==> config.mk <==
export PLATFORM = sky130hd
export DESIGN_NAME = camera_pixel_capture_flat
export DESIGN_NICKNAME = d
export VERILOG_FILES = /design/src/rtl/camera_pixel_capture_if.sv /design/src/rtl/camera_pixel_capture.sv /design/src/flat_wrapper.sv
export SDC_FILE = /design/constraint.sdc
export NUM_CORES = 1
export LEC_CHECK = 0
export CAP_MARGIN = 30
export CORE_ASPECT_RATIO = 0.75
export CORE_UTILIZATION = 41
export DETAILED_ROUTE_END_ITERATION = 8
export PLACE_DENSITY = 0.68
export SYNTH_ARGS = -nofsm -noshare
export SYNTH_HDL_FRONTEND = slang
export SYNTH_SLANG_ARGS = --single-unit
==> constraint.sdc <==
create_clock -name sysClk -period 2.15 [get_ports sysClk]
set_input_delay 0.43 -clock sysClk [delete_from_list [all_inputs] [get_ports sysClk]]
set_output_delay 0.43 -clock sysClk [all_outputs]
set_load 0.03 [all_outputs]
==> src/rtl/camera_pixel_capture_if.sv <==
// ---------------------------------------------------------------------------
// camera_pixel_capture_if
//   Pixel stream from the capture stage to the Bayer picture maker.
//
//   Handshake: valid-only. pixeldata_flag is high for exactly one sysClk
//   cycle per pixel, and dozen_out is valid in that cycle. There is no
//   ready signal: the consumer must take every strobe. dozen_out holds its
//   value between strobes.
//
//   Signals:
//     dozen_out       [DW-1:0]  captured pixel
//     pixeldata_flag            one-cycle strobe qualifying dozen_out
//   Modports:
//     master  - capture stage (drives the stream)
//     slave   - picture maker (observes the stream)
// ---------------------------------------------------------------------------
interface camera_pixel_capture_if #(
   parameter int DW = 12
);
   logic [DW-1:0] dozen_out;
   logic          pixeldata_flag;

   modport master (output dozen_out, output pixeldata_flag);
   modport slave  (input  dozen_out, input  pixeldata_flag);
endinterface

==> src/rtl/camera_pixel_capture.sv <==
// ---------------------------------------------------------------------------
// camera_pixel_capture
//   Front-end capture for a 12-bit parallel image-sensor port. The sensor
//   pixel clock, fval, lval and data are synchronized into sysClk. One whole
//   frame is captured per arm request, and each accepted pixel is emitted as
//   a strobe on the pixel stream. Frame geometry is checked against
//   COLS x ROWS, and start/done/error status is reported.
//
//   Ports:
//     sysClk, sysRst_n   system clock, async active-low reset
//     cam_pixclk         sensor pixel clock (sampled as data)
//     cam_fval, cam_lval sensor frame / line valid
//     cam_data           sensor pixel data
//     capture_en         one-cycle arm request (honoured only in IDLE)
//     pix_out            pixel stream (dozen_out / pixeldata_flag)
//     frame_start        pulse at first fval=1 sample after arming
//     frame_done         pulse at end of captured frame
//     frame_error        sticky geometry error of last frame
//     busy               state != IDLE
//     row_count          completed lines in current frame
//     col_count          pixels accepted in current line
//     state_dbg          FSM state (IDLE=0, ARMED=1, WAIT_FV=2, ACTIVE=3)
//     sync_dbg           {fval, lval} synchronizer third stage
// ---------------------------------------------------------------------------
module camera_pixel_capture #(
   parameter int COLS = 2592,
   parameter int ROWS = 1944,
   parameter int DW   = 12
) (
   input  logic                  sysClk,
   input  logic                  sysRst_n,
   input  logic                  cam_pixclk,
   input  logic                  cam_fval,
   input  logic                  cam_lval,
   input  logic [DW-1:0]         cam_data,
   input  logic                  capture_en,
   camera_pixel_capture_if.master pix_out,
   output logic                  frame_start,
   output logic                  frame_done,
   output logic                  frame_error,
   output logic                  busy,
   output logic [10:0]           row_count,
   output logic [11:0]           col_count,
   output logic [1:0]            state_dbg,
   output logic [1:0]            sync_dbg
);

   localparam logic [11:0] COLS_W = COLS[11:0];
   localparam logic [10:0] ROWS_W = ROWS[10:0];

   typedef enum logic [1:0] {
      IDLE    = 2'd0,
      ARMED   = 2'd1,
      WAIT_FV = 2'd2,
      ACTIVE  = 2'd3
   } state_t;

   // ---------------- synchronizers ----------------
   logic          pix_q1, pix_q2, pix_q3;
   logic          fv_q1,  fv_q2,  fv_q3;
   logic          lv_q1,  lv_q2,  lv_q3;
   logic [DW-1:0] data_q1, data_q2;

   always_ff @(posedge sysClk or negedge sysRst_n) begin
      if (!sysRst_n) begin
         pix_q1  <= 1'b0;
         pix_q2  <= 1'b0;
         pix_q3  <= 1'b0;
         fv_q1   <= 1'b0;
         fv_q2   <= 1'b0;
         fv_q3   <= 1'b0;
         lv_q1   <= 1'b0;
         lv_q2   <= 1'b0;
         lv_q3   <= 1'b0;
         data_q1 <= '0;
         data_q2 <= '0;
      end else begin
         pix_q1  <= cam_pixclk;
         pix_q2  <= pix_q1;
         pix_q3  <= pix_q2;
         fv_q1   <= cam_fval;
         fv_q2   <= fv_q1;
         fv_q3   <= fv_q2;
         lv_q1   <= cam_lval;
         lv_q2   <= lv_q1;
         lv_q3   <= lv_q2;
         data_q1 <= cam_data;
         data_q2 <= data_q1;
      end
   end

   // Rising pixel-clock edge seen in the sysClk domain. The sample is
   // taken from stage 2, which is aligned with the edge detection.
   logic          pe;
   logic          fv_smp, lv_smp;
   logic [DW-1:0] data_smp;

   assign pe       = pix_q2 & ~pix_q3;
   assign fv_smp   = fv_q2;
   assign lv_smp   = lv_q2;
   assign data_smp = data_q2;
   assign sync_dbg = {fv_q3, lv_q3};

   // ---------------- FSM and datapath registers ----------------
   state_t        state_q, state_n;
   logic [11:0]   col_q, col_n;
   logic [10:0]   row_q, row_n;
   logic          err_q, err_n;
   logic          prev_lv_q, prev_lv_n;
   logic          frame_error_q, frame_error_n;
   logic [DW-1:0] dozen_q, dozen_n;
   logic          flag_q, flag_n;
   logic          start_q, start_n;
   logic          done_q, done_n;

   always_ff @(posedge sysClk or negedge sysRst_n) begin
      if (!sysRst_n) begin
         state_q       <= IDLE;
         col_q         <= '0;
         row_q         <= '0;
         err_q         <= 1'b0;
         prev_lv_q     <= 1'b0;
         frame_error_q <= 1'b0;
         dozen_q       <= '0;
         flag_q        <= 1'b0;
         start_q       <= 1'b0;
         done_q        <= 1'b0;
      end else begin
         state_q       <= state_n;
         col_q         <= col_n;
         row_q         <= row_n;
         err_q         <= err_n;
         prev_lv_q     <= prev_lv_n;
         frame_error_q <= frame_error_n;
         dozen_q       <= dozen_n;
         flag_q        <= flag_n;
         start_q       <= start_n;
         done_q        <= done_n;
      end
   end

   // Working copies of the frame counters. On the fval=1 sample that leaves
   // WAIT_FV they start from zero, so that same sample is handled exactly
   // like any ACTIVE sample below.
   logic [11:0] col_v;
   logic [10:0] row_v;
   logic        err_v;
   logic        lv_prev_v;
   logic        process_smp;
   logic        line_fall;

   always_comb begin
      state_n       = state_q;
      col_n         = col_q;
      row_n         = row_q;
      err_n         = err_q;
      prev_lv_n     = prev_lv_q;
      frame_error_n = frame_error_q;
      dozen_n       = dozen_q;
      flag_n        = 1'b0;
      start_n       = 1'b0;
      done_n        = 1'b0;
      col_v         = col_q;
      row_v         = row_q;
      err_v         = err_q;
      lv_prev_v     = prev_lv_q;
      process_smp   = 1'b0;
      line_fall     = 1'b0;

      case (state_q)
         IDLE: begin
            if (capture_en) begin
               state_n       = ARMED;
               frame_error_n = 1'b0;
            end
         end
         // Wait for a frame gap so a frame already in flight is skipped.
         ARMED: begin
            if (pe && !fv_smp) begin
               state_n = WAIT_FV;
            end
         end
         WAIT_FV: begin
            if (pe && fv_smp) begin
               start_n     = 1'b1;
               col_v       = '0;
               row_v       = '0;
               err_v       = 1'b0;
               lv_prev_v   = 1'b0;
               process_smp = 1'b1;
            end
         end
         ACTIVE: begin
            process_smp = pe;
         end
         default: state_n = IDLE;
      endcase

      if (process_smp) begin
         // A line ends when lval drops, or when fval drops while lval was
         // still high; the line-length check runs before the frame check.
         line_fall = lv_prev_v && !(fv_smp && lv_smp);
         if (line_fall) begin
            if (col_v != COLS_W) begin
               err_v = 1'b1;
            end
            if (row_v < ROWS_W) begin
               row_v = row_v + 11'd1;
            end
            col_v = '0;
         end

         if (fv_smp) begin
            state_n = ACTIVE;
            if (lv_smp) begin
               if ((col_v < COLS_W) && (row_v < ROWS_W)) begin
                  dozen_n = data_smp;
                  flag_n  = 1'b1;
                  col_v   = col_v + 12'd1;
               end else begin
                  err_v = 1'b1;
               end
            end
            prev_lv_n = lv_smp;
         end else begin
            if (row_v != ROWS_W) begin
               err_v = 1'b1;
            end
            done_n        = 1'b1;
            frame_error_n = err_v;
            prev_lv_n     = 1'b0;
            state_n       = IDLE;
         end

         col_n = col_v;
         row_n = row_v;
         err_n = err_v;
      end
   end

   assign pix_out.dozen_out      = dozen_q;
   assign pix_out.pixeldata_flag = flag_q;
   assign frame_start            = start_q;
   assign frame_done             = done_q;
   assign frame_error            = frame_error_q;
   assign busy                   = (state_q != IDLE);
   assign row_count              = row_q;
   assign col_count              = col_q;
   assign state_dbg              = state_q;

endmodule

==> src/flat_wrapper.sv <==
// flat-port wrapper written by rule: the top's interface ports become plain ports
module camera_pixel_capture_flat 
#(
   parameter int COLS = 2592,
   parameter int ROWS = 1944,
   parameter int DW   = 12
)
  (sysClk, sysRst_n, cam_pixclk, cam_fval, cam_lval, cam_data, capture_en, frame_start, frame_done, frame_error, busy, row_count, col_count, state_dbg, sync_dbg, pix_out_dozen_out, pix_out_pixeldata_flag);
  camera_pixel_capture_if #(.DW(DW)) pix_out_i ();
  input  logic sysClk;
  input  logic sysRst_n;
  input  logic cam_pixclk;
  input  logic cam_fval;
  input  logic cam_lval;
  input  logic [DW-1:0] cam_data;
  input  logic capture_en;
  output logic frame_start;
  output logic frame_done;
  output logic frame_error;
  output logic busy;
  output logic [10:0] row_count;
  output logic [11:0] col_count;
  output logic [1:0] state_dbg;
  output logic [1:0] sync_dbg;
  output wire logic [$bits(pix_out_i.dozen_out)-1:0] pix_out_dozen_out;
  output wire logic [$bits(pix_out_i.pixeldata_flag)-1:0] pix_out_pixeldata_flag;
  assign pix_out_dozen_out = pix_out_i.dozen_out;
  assign pix_out_pixeldata_flag = pix_out_i.pixeldata_flag;
  camera_pixel_capture #(.COLS(COLS), .ROWS(ROWS), .DW(DW)) u_core (.sysClk(sysClk), .sysRst_n(sysRst_n), .cam_pixclk(cam_pixclk), .cam_fval(cam_fval), .cam_lval(cam_lval), .cam_data(cam_data), .capture_en(capture_en), .pix_out(pix_out_i), .frame_start(frame_start), .frame_done(frame_done), .frame_error(frame_error), .busy(busy), .row_count(row_count), .col_count(col_count), .state_dbg(state_dbg), .sync_dbg(sync_dbg));
endmodule
Yosys cells after proc, flatten, opt, wreduce, memory -nomap -nowiden
Cells that the tools add are included.
{"block": "word_totals", "wordCells": 88, "out_inout_bits": 44, "register_bits": 76, "inputBits": 18}
{"block": "op_classes", "mux": 41, "n_lt_le_gt_ge": 3, "reduce_logical": 12, "eq_ne": 7, "n_bitwise": 2, "n_addsub": 2}
{"op": "$mux 12", "count": 7}
{"op": "$mux 11", "count": 5}
{"op": "$mux 1", "count": 23}
{"op": "$lt 11x11->1 const B", "count": 2}
{"op": "$add 12x1->12 const B", "count": 1}
{"op": "$lt 12x12->1 const B", "count": 1}
{"op": "$ne 12x12->1 const B", "count": 1}
{"op": "$add 11x1->11 const B", "count": 1}
{"op": "$ne 11x11->1 const B", "count": 1}
{"op": "$mux 2", "count": 4}
{"op": "$logic_and 1x1->1", "count": 5}
{"op": "$eq 2x2->1 const B", "count": 2}
{"op": "$pmux 2 s2", "count": 1}
{"op": "$reduce_and 4->1", "count": 1}
{"op": "$ne 3x1->1 const B", "count": 1}
{"op": "$ne 3x2->1 const B", "count": 1}
{"op": "$reduce_and 3->1", "count": 1}
{"op": "$reduce_bool 3->1", "count": 1}
{"op": "$eq 2x1->1 const B", "count": 1}
{"op": "$logic_not 1->1", "count": 2}
{"op": "$logic_not 2->1", "count": 1}
{"op": "$pmux 1 s2", "count": 1}
{"op": "$reduce_bool 2->1", "count": 1}
{"op": "$and 1x1->1", "count": 1}
{"op": "$not 1->1", "count": 1}

Longest topological paths before layout
Gate-level depths: netlist of run 1.
{"block": "depth", "word_depth": 15, "depth_mapped": 12}

Worst setup path after synthesis of run 1
Ideal clock, no wire load.
{"block": "synth_path", "kind": "register -> register", "start": "reg u_core.state_q[1] (netlist: u_core.state_dbg[1])", "end": "reg u_core.col_q[6] (netlist: u_core.col_count[6])", "n_path_buf": 2, "path_stages_with_launch": 11, "slack_ns": -0.323, "setup_time_ns": 0.069, "arrival_ns": 2.403, "period_less_slack_ns": 2.473, "cell_sequence": "dfrtp_1 -> and4b_1 -> buf_4 -> a21oi_2 -> and2_1 -> ha_1 -> inv_1 -> or2_1 -> buf_6 -> or4_1 -> nand3_1"}
{"block": "synth_between", "elab_chain_cells": 11}
{"element": "start: declaration", "line": "camera_pixel_capture.sv:105", "text": "state_t state_q, state_n;"}
{"element": "start signal: assignment", "line": "camera_pixel_capture.sv:129", "text": "state_q <= state_n;"}
{"element": "$eq 2x2->1", "line": "camera_pixel_capture.sv:170", "text": "case (state_q)"}
{"element": "$mux 11", "line": "camera_pixel_capture.sv:170"}
{"element": "$add 11x1->11 / $lt 11x11->1 (equally long branches)", "line": "camera_pixel_capture.sv:208, camera_pixel_capture.sv:207"}
{"element": "$mux 11", "line": "camera_pixel_capture.sv:207", "text": "if (row_v < ROWS_W) begin"}
{"element": "$mux 11", "line": "camera_pixel_capture.sv:203", "text": "if (line_fall) begin"}
{"element": "$mux 11", "line": "camera_pixel_capture.sv:199", "text": "if (process_smp) begin"}
{"element": "$lt 11x11->1", "line": "camera_pixel_capture.sv:216", "text": "if ((col_v < COLS_W) && (row_v < ROWS_W)) begin"}
{"element": "$logic_and 1x1->1", "line": "camera_pixel_capture.sv:216"}
{"element": "$mux 12", "line": "camera_pixel_capture.sv:216"}
{"element": "$mux 12", "line": "camera_pixel_capture.sv:215", "text": "if (lv_smp) begin"}
{"element": "$mux 12", "line": "camera_pixel_capture.sv:213", "text": "if (fv_smp) begin"}
{"element": "end signal: assignment", "line": "camera_pixel_capture.sv:130", "text": "col_q <= col_n;"}
{"element": "end: declaration", "line": "camera_pixel_capture.sv:106", "text": "logic [11:0] col_q, col_n;"}
Several ways; a longest one is shown, not always the timed one. The select of a mux whose other input is x is not followed.
A chain may end at the register's enable or synchronous reset.

Worst setup path in the final report of run 1
{"block": "layout_path", "start": "reg u_core.col_q[8] (netlist: u_core.col_count[8])", "end": "reg u_core.col_q[8] (netlist: u_core.col_count[8])"}
{"block": "layout_between", "elab_chain_cells": 9}
{"element": "$mux 12", "line": "camera_pixel_capture.sv:184", "text": "if (pe && fv_smp) begin"}
{"element": "$mux 12 (*)", "line": "camera_pixel_capture.sv:170"}
{"element": "$mux 12 (*)", "line": "camera_pixel_capture.sv:203"}
{"element": "$mux 12 (*)", "line": "camera_pixel_capture.sv:199"}
{"element": "$lt 12x12->1", "line": "camera_pixel_capture.sv:216"}
{"element": "$logic_and 1x1->1", "line": "camera_pixel_capture.sv:216"}
{"element": "$mux 12", "line": "camera_pixel_capture.sv:216"}
{"element": "$mux 12", "line": "camera_pixel_capture.sv:215"}
{"element": "$mux 12 (*)", "line": "camera_pixel_capture.sv:213"}
Mark *: on every way between the ends. The rest lies on a longest branch, timed or not. The select of a mux whose other input is x is not followed.

==> impl_metrics.json, run 1 <==
{
  "clockBufferDepth": 2,
  "start_kind": "flip-flop",
  "cts.sinks": 76,
  "hold_path.class": "flip-flop to flip-flop",
  "drv_slew": 0,
  "leakagePower_nw": 2.10,
  "drcViolationCount": 0,
  "end_kind": "flip-flop",
  "max_stage_delay_ns": 0.45,
  "crit_arrival_ns": 2.47,
  "die_y_um": 78.8,
  "vias": 2720,
  "fin_crit_sh_pct": 101,
  "ys_seq_elements": 76,
  "grt_usage_pct": 21.2,
  "synth_cell_types": 57,
  "ios": 62,
  "antenna_found_initial": 0,
  "tightest_slew_ns": 0.370,
  "wl_um": 8050,
  "violations": "negative setup slack",
  "critPathTopFamily": "simple AND/OR/NAND/NOR gates",
  "holdWs_ns": 0.353,
  "path_buf_inv": 0,
  "powerDensity_nw_per_um2": 943,
  "syn-num-nets": 304,
  "synthCells": 285,
  "initial_utilization_pct": 43.2,
  "seq_area_frac_synth_pct": 58.9,
  "grt_pass1_wl_um": 13400,
  "async_flop_share_pct": 100,
  "antenna_cells": 0,
  "fin_skew_ns": 0.00875,
  "synth-edff-count": 0,
  "vias_per_cell": 5.32,
  "first_pass_iters": 5,
  "synth_area_leaders": "dfrtp_1 (59%), mux2_2 (4.2%), nand2_1 (3.4%)",
  "syn_area_per_cell_um2": 11.3,
  "crit_path_max_fanout": 7,
  "clk_latency_ns": 0.35,
  "grt_max_degree": 49,
  "power_mw": 4.48,
  "fill_cells": 591,
  "fmax_mhz": 459,
  "numCtsBuffers": 9,
  "dp_hpwl_um": 5520,
  "cts_tree": "done",
  "timing_worst_setup_path_type": "flip-flop to flip-flop",
  "vdd_drop_max_v": 0.000652,
  "cap_violations": 0,
  "fin_nets": 424,
  "relSlewSlack_pct": 75.3,
  "grt_overflow_total": 0,
  "synthXorXnorAreaFrac_pct": 1.09,
  "io_buffer_count": 61,
  "synth_top_cell_by_area": "dfrtp_1",
  "fp-row-count": 27,
  "routedWlPerCell_um": 15.7,
  "cp_data_required_time_ns": 2.44,
  "yosysWarnings": 0,
  "drtIter0Drc": 180,
  "synthMuxAreaShare_pct": 4.81,
  "synth_top_family_by_area": "simple AND/OR/NAND/NOR gates",
  "dieArea_um2": 8230,
  "rsz0062_at_grt": "true",
  "netlist_area_um2": 3230,
  "dp_slack_ns": -0.229,
  "clk_pin_slew_ns": 0.08,
  "syn_to_final_growth_pct": 47.4,
  "gp_congestion": 0.838,
  "antenna_left": 0,
  "setup_viol": 4,
  "worst_path_max_delay_cell": "dfrtp_2",
  "synth_compound_area_share_pct": 15.4,
  "hold_viol_final": 0,
  "min_period_ns": 2.18,
  "core_um2": 7470,
  "fp.dieW_um": 104,
  "cts.htree.levels": 3,
  "setup_ws_ns": -0.0310,
  "synthAdderAreaFrac_pct": 0.388,
  "crit_chain": "o41ai_4, nand2b_1, a221o_2, or2_4, or4_1, nand3_1",
  "ys_dominant_reg_cell": "dfrtp_1",
  "drive_above_1_share_pct": 31.5,
  "outcome": "complete, but fails checks",
  "synth_top_area_share_pct": 58.9,
  "grt_pass1_vias": 2689,
  "cts_root_buffer": "clkbuf_8",
  "yosys.area_share.simple_pct": 16.1
}
## kinds of logic after synthesis
group / Yosys count
AO/OA/AOI/OAI: 70
XOR/XNOR: 4
adder cells (fa/ha/maj): 1
buffers and inverters: 20
flip-flops: 76
multiplexers: 14
AND/OR/NAND/NOR: 100
## power by group
| group | total, mW | internal [mW] | switching (mW) |
|---|---|---|---|
| registers | 1.79 | 1.65 | 0.137 |
| clock network | 1.01 | 0.438 | 0.567 |
| logic | 1.69 | 0.749 | 0.939 |
## placed cells by master, fill, tap and decap left out, types with 6 or more instances in the layout
| cell | instances |
|---|---|
| nor2_1 | 16 |
| o21ai_0 | 13 |
| clkdlybuf4s50_1 | 59 |
| clkbuf_8 | 9 |
| nand3_1 | 13 |
| buf_4 | 54 |
| inv_1 | 7 |
| dfrtp_2 | 8 |
| mux2_2 | 12 |
| dfrtp_1 | 68 |
| a21oi_1 | 6 |
| nand2_1 | 28 |
| nand4_1 | 7 |
## routing by layer
layer / global-route usage, % / vias up / share of wire (%)
li1: - / 1286 / -
met1: 29.6 / 1339 / 48
met2: 32.2 / 88 / 46
met3: 4.93 / 7 / 5.4
met4: 8.43 / 0 / 1.1
met5: 0 / - / 0
## final timing paths
| path | cells past startpoint | start | to | slack (ns) |
|---|---|---|---|---|
| max | 6 | u_core.col_count[8] | u_core.col_count[8] | -0.03 |
| min | 0 | u_core.data_q1[8] | u_core.data_q2[8] | 0.35 |
| max reg2reg | 6 | u_core.col_count[8] | u_core.col_count[8] | -0.03 |
| min reg2reg | 0 | u_core.data_q1[8] | u_core.data_q2[8] | 0.35 |
| max in group asynchronous | 3 | sysRst_n | u_core.row_count[7] | 1.00 |
| min in group asynchronous | 2 | sysRst_n | u_core.frame_done | 0.56 |
## sequential cells by signal, indices dropped and copies added, names as in the netlist, 2 cells and up
signal and flops:
u_core.col_count 12, u_core.data_q1 12, u_core.data_q2 12, u_core.pix_out.dozen_out 12, u_core.row_count 11, u_core.state_dbg 2
## repair_timing
item / CTS / global route
hold endpoints to repair: 28 / 0
setup endpoints to repair: 9 / 25
pin swaps: 6 / 6
setup buffers: 7 / 2
gates resized for setup: 18 / 23
hold buffers: 1 / 0
## synthesized netlist by cell type (3+ instances only)
cell type and count:
or4_1 4, o21ai_0 19, clkbuf_1 3, inv_1 8, mux2_2 12, o211ai_1 5, a21oi_1 6, and3_1 4
a31oi_1 4, nor3_1 5, a22o_1 4, nand4_1 7, nand2_1 29, nor2_1 18, buf_4 4, dfrtp_1 76
o31ai_1 4, nor4_1 4, o211a_1 3, nand3_1 13, xor2_1 4
## final cells by class
type	instances	area, um2	area share [%]
clock buffer	9	124	2.60
multi-input combinational	189	1410	29.5
timing repair buffer	121	1100	23.1
inverter	8	30.0	0.631
tap	101	126	2.66
clock inverter	7	58.8	1.24
sequential	76	1910	40.2
## through the flow
stage / utilization [%] / std cells / setup TNS [ns] / area [um2]
2_1_floorplan: - / 285 / -0.291 / 3280
3_3_place_gp: 57.9 / 485 / -0.400 / 4330
3_5_place_dp: 57.9 / 485 / -0.650 / 4330
4_1_cts: 62.1 / 509 / -0.0840 / 4630
5_1_grt: 63.7 / 511 / -0.599 / 4760
6_report: 63.7 / 511 / -0.101 / 4760
No activity file was read; power rests on OpenSTA's default activity.
==> inputs of run 2 (changes only) <==
--- a/config.mk
+++ b/config.mk
@@ -9,6 +9,7 @@
 export CORE_ASPECT_RATIO = 0.75
 export CORE_UTILIZATION = 41
 export DETAILED_ROUTE_END_ITERATION = 8
+export MAX_ROUTING_LAYER = met4
 export PLACE_DENSITY = 0.68
 export SYNTH_ARGS = -nofsm -noshare
 export SYNTH_HDL_FRONTEND = slang
==> impl_metrics.json, run 2 (synthesis gave the netlist of run 1 again) <==
{
  "wl_um": 8040,
  "cts.htree.levels": 3,
  "vdd_drop_max_v": 0.000651,
  "cts_tree": "done",
  "multi_input_area_um2": 1420,
  "antenna_cells": 0,
  "grt_overflow_total": 0,
  "crit_chain": "and4b_2, buf_4, a21oi_2, a221o_2, or2_4, or4_1, nand3_1",
  "start_kind": "flip-flop",
  "dp_slack_ns": -0.229,
  "fin_nets": 424,
  "fin_crit_sh_pct": 102,
  "fp-row-count": 27,
  "max_stage_delay_ns": 0.40,
  "core_um2": 7470,
  "postPlaceCellArea_um2": 4330,
  "antenna_left": 0,
  "clk_latency_ns": 0.35,
  "syn_to_final_growth_pct": 47.8,
  "cap_violations": 0,
  "hold_viol_final": 0,
  "final_core_util_pct": 63.9,
  "crit_arrival_ns": 2.49,
  "violations": "negative setup slack",
  "drtIter0Drc": 171,
  "dieArea_um2": 8230,
  "vias_per_cell": 5.28,
  "drcViolationCount": 0,
  "drive_above_1_share_pct": 31.7,
  "fp.dieW_um": 104,
  "drv_slew": 0,
  "antenna_found_initial": 0,
  "min_period_ns": 2.20,
  "first_pass_iters": 4,
  "ios": 62,
  "worst_path_max_delay_cell": "dfrtp_1",
  "routedWlPerCell_um": 15.7,
  "setup_ws_ns": -0.0498,
  "timing_worst_setup_path_type": "flip-flop to flip-flop",
  "final_cell_mix": "dfrtp_1 (68), clkdlybuf4s50_1 (59), buf_4 (53)",
  "clockBufferDepth": 2,
  "fill_cells": 587,
  "power_mw": 4.46,
  "vias": 2700,
  "end_kind": "flip-flop",
  "outcome": "complete, but fails checks",
  "holdWs_ns": 0.351,
  "rsz0062_at_grt": "true",
  "cts.sinks": 76,
  "grt_usage_pct": 21.9,
  "initial_utilization_pct": 43.2,
  "grt_pass1_wl_um": 13400,
  "relSlewSlack_pct": 75.1,
  "final_common_cell": "dfrtp_1",
  "grt_pass1_vias": 2689,
  "dp_hpwl_um": 5520,
  "tightest_slew_ns": 0.370,
  "setup_viol": 4,
  "fmax_mhz": 455,
  "hold_path.class": "flip-flop to flip-flop",
  "regArea_um2": 1910,
  "crit_path_max_fanout": 7,
  "post-route-cell-area_um2": 4770,
  "grt_max_degree": 49,
  "powerDensity_nw_per_um2": 935,
  "leakagePower_nw": 2.11,
  "clk_pin_slew_ns": 0.08,
  "io_buffer_count": 61,
  "gp_congestion": 0.851,
  "cp_data_required_time_ns": 2.44,
  "die_y_um": 78.8,
  "fin_skew_ns": 0.00785,
  "cts_root_buffer": "clkbuf_8",
  "numCtsBuffers": 9
}
==> run 2: final cells by class <==
| class | count | share of cell area (%) |
|---|---|---|
| timing repair buffer | 121 | 23.1 |
| multi-input combinational | 189 | 29.7 |
| sequential | 76 | 40.1 |
| tap | 101 | 2.65 |
| inverter | 8 | 0.629 |
| clock buffer | 9 | 2.60 |
| clock inverter | 7 | 1.23 |
==> run 2: per-layer routing <==
metal / wire length [um] / global-route usage, %
met1: 3830 / 29.7
met2: 3740 / 32.2
met3: 410 / 5.67
met4: 60 / 7.14
met5: 0 / -
==> run 2: final timing paths <==
| kind | start | end | slack [ns] | cells past startpoint |
|---|---|---|---|---|
| max | u_core.pix_q3 | u_core.col_count[8] | -0.05 | 7 |
| min | u_core.data_q1[8] | u_core.data_q2[8] | 0.35 | 0 |
| max reg2reg | u_core.pix_q3 | u_core.col_count[8] | -0.05 | 7 |
| min reg2reg | u_core.data_q1[8] | u_core.data_q2[8] | 0.35 | 0 |
| max in group asynchronous | sysRst_n | u_core.row_count[7] | 1.01 | 3 |
| min in group asynchronous | sysRst_n | u_core.pix_out.dozen_out[11] | 0.56 | 2 |
==> run 2: where the power goes <==
group	switching (mW)	internal, mW
combinational	0.931	0.730
clock	0.567	0.439
sequential	0.144	1.65
total	1.64	2.82
==> run 2: stage by stage <==
| step | instances | TNS, ns |
|---|---|---|
| 6_report | 511 | -0.179 |
| 5_1_grt | 511 | -0.679 |
| 4_1_cts | 509 | -0.0840 |
| 3_5_place_dp | 485 | -0.650 |
| 3_3_place_gp | 485 | -0.400 |
| 2_1_floorplan | 285 | -0.291 |
==> run 2: timing repair <==
action / 4_1_cts / 5_1_grt
hold buffers: 1 / 0
resized for setup: 18 / 26
hold endpoints to repair: 28 / 0
pin swaps: 6 / 12
setup buffers: 7 / 2
endpoints found under the setup margin: 9 / 26
==> run 2: worst max-delay path: cells and delay by family, from the launching register on <==
family / cells / cell delay, ns
DFF: 1 / 0.40
buffers and inverters: 1 / 0.14
and+or+nand+nor: 4 / 1.15
AOI/OAI and AO/OA: 2 / 0.46
==> inputs of run 3 (changes only) <==
--- a/config.mk
+++ b/config.mk
@@ -8,6 +8,7 @@
 export CAP_MARGIN = 30
 export CORE_ASPECT_RATIO = 0.75
 export CORE_UTILIZATION = 41
+export CTS_CLUSTER_DIAMETER = 60
 export DETAILED_ROUTE_END_ITERATION = 8
 export MAX_ROUTING_LAYER = met4
 export PLACE_DENSITY = 0.68
==> results of run 3 <==
Final layout, timing and power as in run 2 (identical DEF).
